[config.mk]
export PLATFORM = sky130hd
export DESIGN_NAME = adc_multi_capture_flat
export DESIGN_NICKNAME = d
export VERILOG_FILES = /design/src/rtl/adc_multi_capture_if.sv /design/src/rtl/adc_multi_capture.sv /design/src/flat_wrapper.sv
export SDC_FILE = /design/constraint.sdc
export NUM_CORES = 1
export LEC_CHECK = 0
export ABC_CLOCK_PERIOD_IN_PS = 5600
export BUFFER_PORTS_ARGS = -buffer_cell sky130_fd_sc_hd__buf_2
export CAP_MARGIN = 20
export CORE_MARGIN = 4
export CORE_UTILIZATION = 30
export DETAILED_ROUTE_END_ITERATION = 7
export PLACE_DENSITY_LB_ADDON = 0.15
export SYNTH_ARGS = -nofsm -noshare
export SYNTH_HDL_FRONTEND = slang
export SYNTH_SLANG_ARGS = --single-unit
[constraint.sdc]
create_clock -name clk -period 5.6 [get_ports clk]
set_input_delay 0.84 -clock clk [delete_from_list [all_inputs] [get_ports clk]]
set_output_delay 0.84 -clock clk [all_outputs]
set_load 0.005 [all_outputs]
[src/rtl/adc_multi_capture_if.sv]
// adc_multi_capture_if: tagged sample stream between the capture block and its consumer
// Signals: m_data (sample), m_chan (channel index), m_or (overrange), m_last (last word of a set),
//          m_valid/m_ready (handshake). master drives the word, slave drives m_ready.
interface adc_multi_capture_if #(
    parameter int P_DATA_WIDTH = 14
);
    logic [P_DATA_WIDTH-1:0] m_data;
    logic [7:0]              m_chan;
    logic                    m_or;
    logic                    m_last;
    logic                    m_valid;
    logic                    m_ready;
    modport master (output m_data, m_chan, m_or, m_last, m_valid, input m_ready);
    modport slave (input m_data, m_chan, m_or, m_last, m_valid, output m_ready);
endinterface

[src/rtl/adc_multi_capture.sv]
// adc_multi_capture: N-channel ADC capture with decimation, per-set channel serialisation and show-ahead output FIFO
// Optional feature macro: ADC_TEST_PATTERN_EN (adds test_mode input; snapshots become a ramp pattern)
// Ports: clk, reset (asynchronous, active-high)
//        enable, ch_mask, decim  - capture run control, channel enables, keep 1 of decim+1 sets
//        adc_d, adc_or           - live samples (channel k at [k*W +: W]) and overrange flags
//        m                       - tagged output stream (master side of adc_multi_capture_if)
//        overflow, drop_count    - sticky FIFO-loss flag and saturating loss counter
//        clear_status            - synchronous clear of overflow and drop_count
module adc_multi_capture #(
    parameter int P_CHANNELS    = 2,
    parameter int P_DATA_WIDTH  = 14,
    parameter int P_FIFO_DEPTH  = 16,
    parameter int P_DECIM_WIDTH = 16
) (
    input  logic                               clk,
    input  logic                               reset,
    input  logic                               enable,
    input  logic [P_CHANNELS-1:0]              ch_mask,
    input  logic [P_DECIM_WIDTH-1:0]           decim,
    input  logic [P_CHANNELS*P_DATA_WIDTH-1:0] adc_d,
    input  logic [P_CHANNELS-1:0]              adc_or,
`ifdef ADC_TEST_PATTERN_EN
    input  logic                               test_mode,
`endif
    input  logic                               clear_status,
    output logic                               overflow,
    output logic [15:0]                        drop_count,
    adc_multi_capture_if.master                m
);
    localparam int W  = P_DATA_WIDTH;
    localparam int N  = P_CHANNELS;
    localparam int AW = $clog2(P_FIFO_DEPTH);
    localparam int FW = W + 10;
    typedef enum logic {IDLE, SCAN} state_t;
    state_t state_q, state_d;
    logic [P_DECIM_WIDTH-1:0] dcnt_q, dcnt_d;
    logic [N-1:0] rem_q, rem_d, or_q, rem_rest, snap_or;
    logic [N*W-1:0] data_q, snap_d;
    logic tick, final_cyc, accept, drop_set, push, sel_or;
    logic [7:0] sel;
    logic [W-1:0] sel_d;
    logic stg_v_q;
    logic [FW-1:0] stg_w_q;
    logic [FW-1:0] mem [P_FIFO_DEPTH];
    logic [AW:0] wp_q, rp_q;
    logic empty, full, pop, wr, lost;
    logic ovf_q;
    logic [15:0] drop_q;
    logic [16:0] dsum;
`ifdef ADC_TEST_PATTERN_EN
    logic [W-1:0] ramp_q;
`endif
    assign tick      = enable && dcnt_q == '0;
    assign rem_rest  = rem_q & (rem_q - N'(1));
    assign final_cyc = state_q == SCAN && rem_rest == '0;
    // A tick during the last scan cycle is accepted: the new set starts right behind it.
    assign accept    = tick && (state_q == IDLE || final_cyc);
    assign drop_set  = tick && !accept;
    assign dcnt_d    = !enable ? '0 : (dcnt_q >= decim ? '0 : dcnt_q + P_DECIM_WIDTH'(1));
    always_comb begin
        snap_d  = adc_d;
        snap_or = adc_or;
`ifdef ADC_TEST_PATTERN_EN
        if (test_mode) begin
            snap_or = '0;
            for (int k = 0; k < N; k++) snap_d[k*W +: W] = ramp_q + W'(k);
        end
`endif
    end
    always_ff @(posedge clk or posedge reset) begin
        if (reset) state_q <= IDLE;
        else       state_q <= state_d;
    end
    always_comb begin
        state_d = accept ? (ch_mask != '0 ? SCAN : IDLE) : (state_q == SCAN && !final_cyc ? SCAN : IDLE);
    end
    // Lowest remaining mask bit is the channel emitted this cycle.
    always_comb begin
        sel    = '0;
        sel_d  = '0;
        sel_or = 1'b0;
        for (int k = N - 1; k >= 0; k--) begin
            if (rem_q[k]) begin
                sel    = 8'(k);
                sel_d  = data_q[k*W +: W];
                sel_or = or_q[k];
            end
        end
        push  = state_q == SCAN;
        rem_d = accept ? ch_mask : rem_rest;
    end
    assign empty = wp_q == rp_q;
    assign full  = (wp_q - rp_q) == (AW+1)'(P_FIFO_DEPTH);
    assign pop   = m.m_valid && m.m_ready;
    assign wr    = stg_v_q && (!full || pop);
    assign lost  = stg_v_q && !wr;
    assign dsum  = {1'b0, drop_q} + 17'(drop_set) + 17'(lost);
    assign m.m_valid = !empty;
    assign {m.m_last, m.m_or, m.m_chan, m.m_data} = empty ? '0 : mem[rp_q[AW-1:0]];
    assign overflow   = ovf_q;
    assign drop_count = drop_q;
    always_ff @(posedge clk or posedge reset) begin
        if (reset) begin
            dcnt_q  <= '0;
            rem_q   <= '0;
            data_q  <= '0;
            or_q    <= '0;
            stg_v_q <= 1'b0;
            stg_w_q <= '0;
            wp_q    <= '0;
            rp_q    <= '0;
            ovf_q   <= 1'b0;
            drop_q  <= '0;
        end else begin
            dcnt_q  <= dcnt_d;
            rem_q   <= rem_d;
            if (accept) begin
                data_q <= snap_d;
                or_q   <= snap_or;
            end
            // One register stage between the scan and the FIFO write.
            stg_v_q <= push;
            stg_w_q <= {final_cyc, sel_or, sel, sel_d};
            if (wr)  wp_q <= wp_q + (AW+1)'(1);
            if (pop) rp_q <= rp_q + (AW+1)'(1);
            ovf_q  <= clear_status ? 1'b0 : (ovf_q | lost);
            drop_q <= clear_status ? '0 : (dsum[16] ? 16'hFFFF : dsum[15:0]);
        end
    end
    always_ff @(posedge clk) begin
        if (wr) mem[wp_q[AW-1:0]] <= stg_w_q;
    end
`ifdef ADC_TEST_PATTERN_EN
    always_ff @(posedge clk or posedge reset) begin
        if (reset)                  ramp_q <= '0;
        else if (tick && test_mode) ramp_q <= ramp_q + W'(1);
    end
`endif
endmodule

[src/flat_wrapper.sv]
// flat-port wrapper written by rule: the top's interface ports become plain ports
module adc_multi_capture_flat 
#(
    parameter int P_CHANNELS    = 2,
    parameter int P_DATA_WIDTH  = 14,
    parameter int P_FIFO_DEPTH  = 16,
    parameter int P_DECIM_WIDTH = 16
)
  (clk, reset, enable, ch_mask, decim, adc_d, adc_or, clear_status, overflow, drop_count, m_m_data, m_m_chan, m_m_or, m_m_last, m_m_valid, m_m_ready);
  adc_multi_capture_if #(.P_DATA_WIDTH(P_DATA_WIDTH)) m_i ();
  input  logic clk;
  input  logic reset;
  input  logic enable;
  input  logic [P_CHANNELS-1:0] ch_mask;
  input  logic [P_DECIM_WIDTH-1:0] decim;
  input  logic [P_CHANNELS*P_DATA_WIDTH-1:0] adc_d;
  input  logic [P_CHANNELS-1:0] adc_or;
  input  logic clear_status;
  output logic overflow;
  output logic [15:0] drop_count;
  output wire logic [$bits(m_i.m_data)-1:0] m_m_data;
  output wire logic [$bits(m_i.m_chan)-1:0] m_m_chan;
  output wire logic [$bits(m_i.m_or)-1:0] m_m_or;
  output wire logic [$bits(m_i.m_last)-1:0] m_m_last;
  output wire logic [$bits(m_i.m_valid)-1:0] m_m_valid;
  input wire logic [$bits(m_i.m_ready)-1:0] m_m_ready;
  assign m_m_data = m_i.m_data;
  assign m_m_chan = m_i.m_chan;
  assign m_m_or = m_i.m_or;
  assign m_m_last = m_i.m_last;
  assign m_m_valid = m_i.m_valid;
  assign m_i.m_ready = m_m_ready;
  adc_multi_capture #(.P_CHANNELS(P_CHANNELS), .P_DATA_WIDTH(P_DATA_WIDTH), .P_FIFO_DEPTH(P_FIFO_DEPTH), .P_DECIM_WIDTH(P_DECIM_WIDTH)) u_core (.clk(clk), .reset(reset), .enable(enable), .ch_mask(ch_mask), .decim(decim), .adc_d(adc_d), .adc_or(adc_or), .clear_status(clear_status), .overflow(overflow), .drop_count(drop_count), .m(m_i));
endmodule
# After elaboration in Yosys (flattened, before gate mapping)
# Memory sizes are Yosys's and may differ from the RTL's.
# Cells that the tools add are included.
[word_totals]
out_inout_bits = 42
mem_bits_rw = 384
memories = 1
register_bits = 101
elab_cells = 61
[memory_table]
columns = ["memory", "depth", "width", "rd", "rd_ports_with_merged_regs", "write_ports", "line", "source"]
rows = [
  ["u_core.mem", 16, 24, 1, 0, 1, "adc_multi_capture.sv:44", "logic [FW-1:0] mem [P_FIFO_DEPTH];"],
]
[classes]
eq_ne = 2
add_sub_neg = 7
n_lt_le_gt_ge = 1
bitwise = 3
reduce_logical = 18
muxes = 18
[op_table]
columns = ["cell", "count"]
rows = [
  ["two-way mux 16 bit", 4],
  ["two-way mux 14 bit", 2],
  ["two-way mux 24 bit", 1],
  ["adder 16 x 1 -> 17 bit", 1],
  ["adder 17 x 1 -> 17 bit", 1],
  ["adder 16 x 1 -> 16 bit (second input constant)", 1],
  [">= comparator 16 bit", 1],
  ["logical NOT 16 bit", 1],
  ["adder 5 x 1 -> 5 bit (second input constant)", 2],
  ["two-way mux 1 bit", 9],
  ["logical AND 1 bit", 8],
  ["two-way mux 8 bit", 1],
  ["== test 5 bit", 1],
  ["== test 5 bit (second input constant)", 1],
  ["logical NOT 1 bit", 5],
  ["subtractor 5 bit", 1],
  ["bitwise AND 2 bit", 1],
  ["logical NOT 2 bit", 1],
  ["logical OR 1 bit", 2],
  ["two-way mux 2 bit", 1],
  ["nonzero test 2 bit", 1],
  ["subtractor 2 x 1 -> 2 bit (second input constant)", 1],
  ["NOT 1 bit", 1],
  ["bitwise OR 1 bit", 1],
]

# Depth between registers and ports, before layout
[logic_depth]
ltp_word = 12
depth_mapped = 15
depth_no_buf = 13

# Worst setup path before layout
# Ideal clock, no wire load.
[synth_path]
kind = "register to register"
startpoint = "register u_core.rp_q[1]"
endpoint = "memory u_core.mem[11][0] in the netlist's numbering, enable pin"
setup_time_ps = 441
n_path_buf = 2
arrival_time_ps = 4035
required_time_ps = 5159
stages_incl_launch_ff = 10
setup_slack_ps = 1124
synth_period_minus_slack_ps = 4476
path_cell_list = "dfrtp_1 -> clkbuf_1 -> clkbuf_1 -> inv_1 -> ha_1 -> nor2b_1 -> o211ai_1 -> a211o_1 -> a21boi_4 -> nor4b_1"
[synth_between]
elab_chain_cells = 7
word_cells_on_any_way = 10
classes_between = "1 x add/sub; 2 x eq/ne; 2 x mux; 5 x reduce/logical"
[synth_lines]
columns = ["element", "line", "source"]
rows = [
  ["from (decl)", "adc_multi_capture.sv:45", "logic [AW:0] wp_q, rp_q;"],
  ["from (signal assigned)", "adc_multi_capture.sv:125", "if (pop) rp_q <= rp_q + (AW+1)'(1);"],
  ["subtractor 5 bit or == test 5 bit (tied branches)", "adc_multi_capture.sv:93, adc_multi_capture.sv:92", ""],
  ["== test 5 bit or logical NOT 1 bit (tied branches)", "adc_multi_capture.sv:93, adc_multi_capture.sv:98", ""],
  ["logical NOT 1 bit or logical AND 1 bit (tied branches)", "adc_multi_capture.sv:95, adc_multi_capture.sv:94", ""],
  ["logical OR 1 bit *", "adc_multi_capture.sv:95", "assign wr = stg_v_q && (!full || pop);"],
  ["logical AND 1 bit *", "adc_multi_capture.sv:95", ""],
  ["two-way mux 1 bit *", "adc_multi_capture.sv:131", "if (wr) mem[wp_q[AW-1:0]] <= stg_w_q;"],
  ["two-way mux 1 bit (not written as such) *", "adc_multi_capture.sv:131", ""],
  ["to (decl)", "adc_multi_capture.sv:44", ""],
]
# Every way passes the cells marked *; elsewhere a longest branch is shown, timed or not.

# Final worst setup path
[layout_path]
startpoint = "register u_core.rp_q[0]"
endpoint = "output port m_m_data[1]"
[layout_between]
elab_chain_cells = 2
word_cells_on_any_way = 3
classes_between = "1 x eq/ne; 1 x mux; 1 x memory"
[layout_lines]
columns = ["element", "line", "source"]
rows = [
  ["memory (16 x 24 bit) or == test 5 bit (tied branches)", "--", ""],
  ["two-way mux 24 bit *", "adc_multi_capture.sv:99", "assign {m.m_last, m.m_or, m.m_chan, m.m_data} = empty ? '0 : mem[rp_q[AW-1:0]];"],
  ["to (decl)", "flat_wrapper.sv:21", "output wire logic [$bits(m_i.m_data)-1:0] m_m_data;"],
]
# Marked as above.

==> impl_metrics.csv <==
group,metric,value,unit
place,place_ws,1.680,ns
setup_path,r2r_start,"u_core.wp_q[2]",
synth,ys_ff_latch,366,
setup_path,critPathArrivalTime,3.34,ns
setup_path,cp_slowest_cell,"dfrtp_4",
setup_path,crit_buf_inv,2,
clock_network,cts_tree,"yes",
flow_run,drv_cap,0,
layout,fin_cells,1656,
die,die_h,232.0,µm
grt,antenna_found_initial,5,
sta,rsz0062_at_grt,"false",
place,gp_congestion,0.7277,
clock_network,cts_root_buf,"clkbuf_16",
grt,grt_pass1_wl,54650,µm
setup_path,end_kind,"output port",
detailed_routing,drc,0,
clock_network,cts.sinks,366,
die,dieWidth,232.0,µm
synth,ys_types,48,
clock_network,cts_buffers,43,
layout,drive_above_1_share,0.3169,
grt,grtUsageTotal,0.1363,
setup_path,critPathLaunchType,"flop",
hold_path,hold_path.class,"input port to asynchronous set/reset pin",
setup_path,cp_top_family,"multiplexers",
place,place_area,16440,µm²
die,die_area,53830,µm²
detailed_routing,drtIter0Drc,484,
clock_network,cts_hold_buf,0,
synth,ys_warn_count,0,
layout,area_growth,18.36,%
layout,final_area,17820,µm²
sta,setup_viol,0,
place,dpl.hpwl,21140,µm
setup_path,max_stage_delay,0.68,ns
setup_path,crit_chain,"buf_4 > mux4_2 > mux4_2 > and2_1 > buf_2",
setup_path,endpoint,"m_m_data[1]",
grt,grt_max_degree,51,
layout,utilization,0.3618,
die,core_area,49250,µm²
synth,yosysSeqAreaShare,0.6987,
grt,grt_pass1_vias,8437,
grt,gr-total-overflow,0,
sta,hold_viol,0,
sta,skew,0.01162,ns
detailed_routing,vias,7730,
setup_path,r2r_end,"u_core.drop_count[5]",
power_and_ir_drop,power.leakage,6.523,nW
power_and_ir_drop,seqPwrFrac,0.418,
setup_path,crit_top_cell,"mux4_2",
setup_path,critical_path_depth,5,
clock_network,clk_latency,0.56,ns
sta,max-slew-margin-rel,0.3464,
power_and_ir_drop,power.share.clock,0.335,
clock_network,cts_max_level,2,
sta,fin_tns_setup,0,ns
detailed_routing,drtPass1Iterations,4,
place,numPortBuffers,87,
setup_path,required,4.76,ns
power_and_ir_drop,p_sw_frac,0.2810,
synth,synth-edff-count,272,
detailed_routing,routedWlPerCell,21.63,µm
sta,tightestPinTransition,0.9783,ns
clock_network,cts_resized,0,
run_status,status,"complete, no violations",
setup_path,rr_worst_depth,12,
place,dp_cells,1576,
setup_path,criticalPathCategory,"flop to output port",
power_and_ir_drop,cellPowerDensity,457.5,nW/µm²
die,start_util,0.3057,
synth,postSynthCellCount,835,
synth,async_flop_share,0.2568,
clock_network,ctsLongestPathBuffers,3,
sta,clock.fmax,239.3,MHz
clock_network,post-cts-setup-buffer-count,0,
layout,nFillCells,4688,
sta,holdWs,0.3788,ns
synth,syn-cell-area,15060,µm²
power_and_ir_drop,p_comb_frac,0.247,
die,pin_count,95,
detailed_routing,viasPerCell,4.668,
synth,postSynthAreaPerCell,18.03,µm²
clock_network,clkTransAtPathRegs,0.06,ns
power_and_ir_drop,ir_worst_vdd,0.1963,mV
setup_path,r2r_slack,1.64,ns
sta,drv_slew,0,
setup_path,path_max_fanout,33,
layout,fin_nets,1039,
detailed_routing,drt-total-wl,35810,µm
sta,setup_ws,1.421,ns
die,row_count,81,
sta,period_share,0.7463,
sta,period_minus_slack,4.179,ns
power_and_ir_drop,internal-power,5.862,mW
power_and_ir_drop,p_total,8.152,mW
power_and_ir_drop,p_sw,2.291,mW
detailed_routing,postRouteAntennaNets,0,
synth,synthFlopType,"edfxtp_1",
setup_path,critPathLaunch,"u_core.rp_q[0]",
[registers in the layout, indices dropped and copies added, names as in the netlist]
name / count
u_core.mem: 272
u_core.wp_q: 5
u_core.drop_count: 16
u_core.stg_w_q: 17
u_core.rp_q: 5
u_core.data_q: 28
u_core.or_q: 2
u_core.stg_v_q: 1
u_core.dcnt_q: 16
u_core.rem_q: 2
u_core.push: 1
u_core.overflow: 1
[logic make-up (layout without fill, tap and decap cells)]
logic type	count (synthesis)	in the layout	synth area share
simple gates	152	152	0.05327
flops	366	366	0.6987
xor+xnor	33	33	0.01920
mux	117	117	0.1511
other cells	1	8	0.0002491
buf+inv	73	223	0.02227
compound gates	64	64	0.03058
fa+ha+maj	29	29	0.02460
[how the worst min path moves through the flow]
stage	startpoint	endpoint	slack, ns	depth (start not counted)
floorplan	u_core.push	u_core.stg_v_q	0.37	0
global placement	u_core.push	u_core.stg_v_q	0.39	0
detailed placement	u_core.push	u_core.stg_v_q	0.39	0
CTS	reset	u_core.wp_q[4]	0.37	2
global route	reset	u_core.rp_q[4]	0.41	2
finish	reset	u_core.drop_count[3]	0.38	2
[routing by layer]
metal  routed length [µm]  GRT usage  up-vias
met5                   41          0        -
met4                  637    0.02933        6
met3                 1758    0.03337       54
met2                17180     0.2211      151
met1                16190     0.1874     4005
li1                     -          -     3514
[power groups by stage]
stage / logic (mW) / clock network, mW / registers (mW)
finish: 2.02 / 2.73 / 3.41
global route: 2.21 / 2.95 / 3.45
CTS: 2.09 / 2.83 / 3.42
detailed placement: 2.08 / 0 / 3.47
global placement: 2.06 / 0 / 3.46
floorplan: 1.50 / 0 / 3.34
[placed cells by master (no fill, tap or decap), types with 10 or more instances in the layout]
master	Yosys	routed
and2_1	23	23
buf_2	7	87
inv_1	30	29
a21oi_1	21	21
nor2_1	31	29
clkinv_2	0	10
mux2_2	32	32
xnor2_1	16	16
buf_4	14	25
mux4_2	85	85
clkbuf_16	0	44
nand2_1	26	26
dfrtp_1	94	92
a22o_1	16	16
edfxtp_1	272	272
xor2_1	17	17
nand3_1	20	20
ha_1	28	28
[synth_stat cells (14+ instances only)]
cell      count  share of area
mux4_2       85           0.13
nor2_1       31         0.0077
nand2_1      26         0.0065
xnor2_1      16         0.0093
xor2_1       17         0.0099
nand3_1      20         0.0066
dfrtp_1      94           0.16
a22o_1       16         0.0093
a21oi_1      21         0.0070
edfxtp_1    272           0.54
ha_1         28          0.023
clkbuf_1     20         0.0050
mux2_2       32          0.024
and2_1       23         0.0096
buf_4        14         0.0070
inv_1        30         0.0075
[layout make-up]
class,count,area [µm²],share of cell area
diodes,1,2.502,0.0001404
clock buffers,52,1131,0.06347
clock inverters,27,244.0,0.01369
inverters,31,118.9,0.006670
multi-input cells,402,4317,0.2422
flip-flops and latches,366,10530,0.5906
well taps,664,830.8,0.04662
repair buffers,113,650.6,0.03651
No activity file was read; power rests on OpenSTA's default activity.
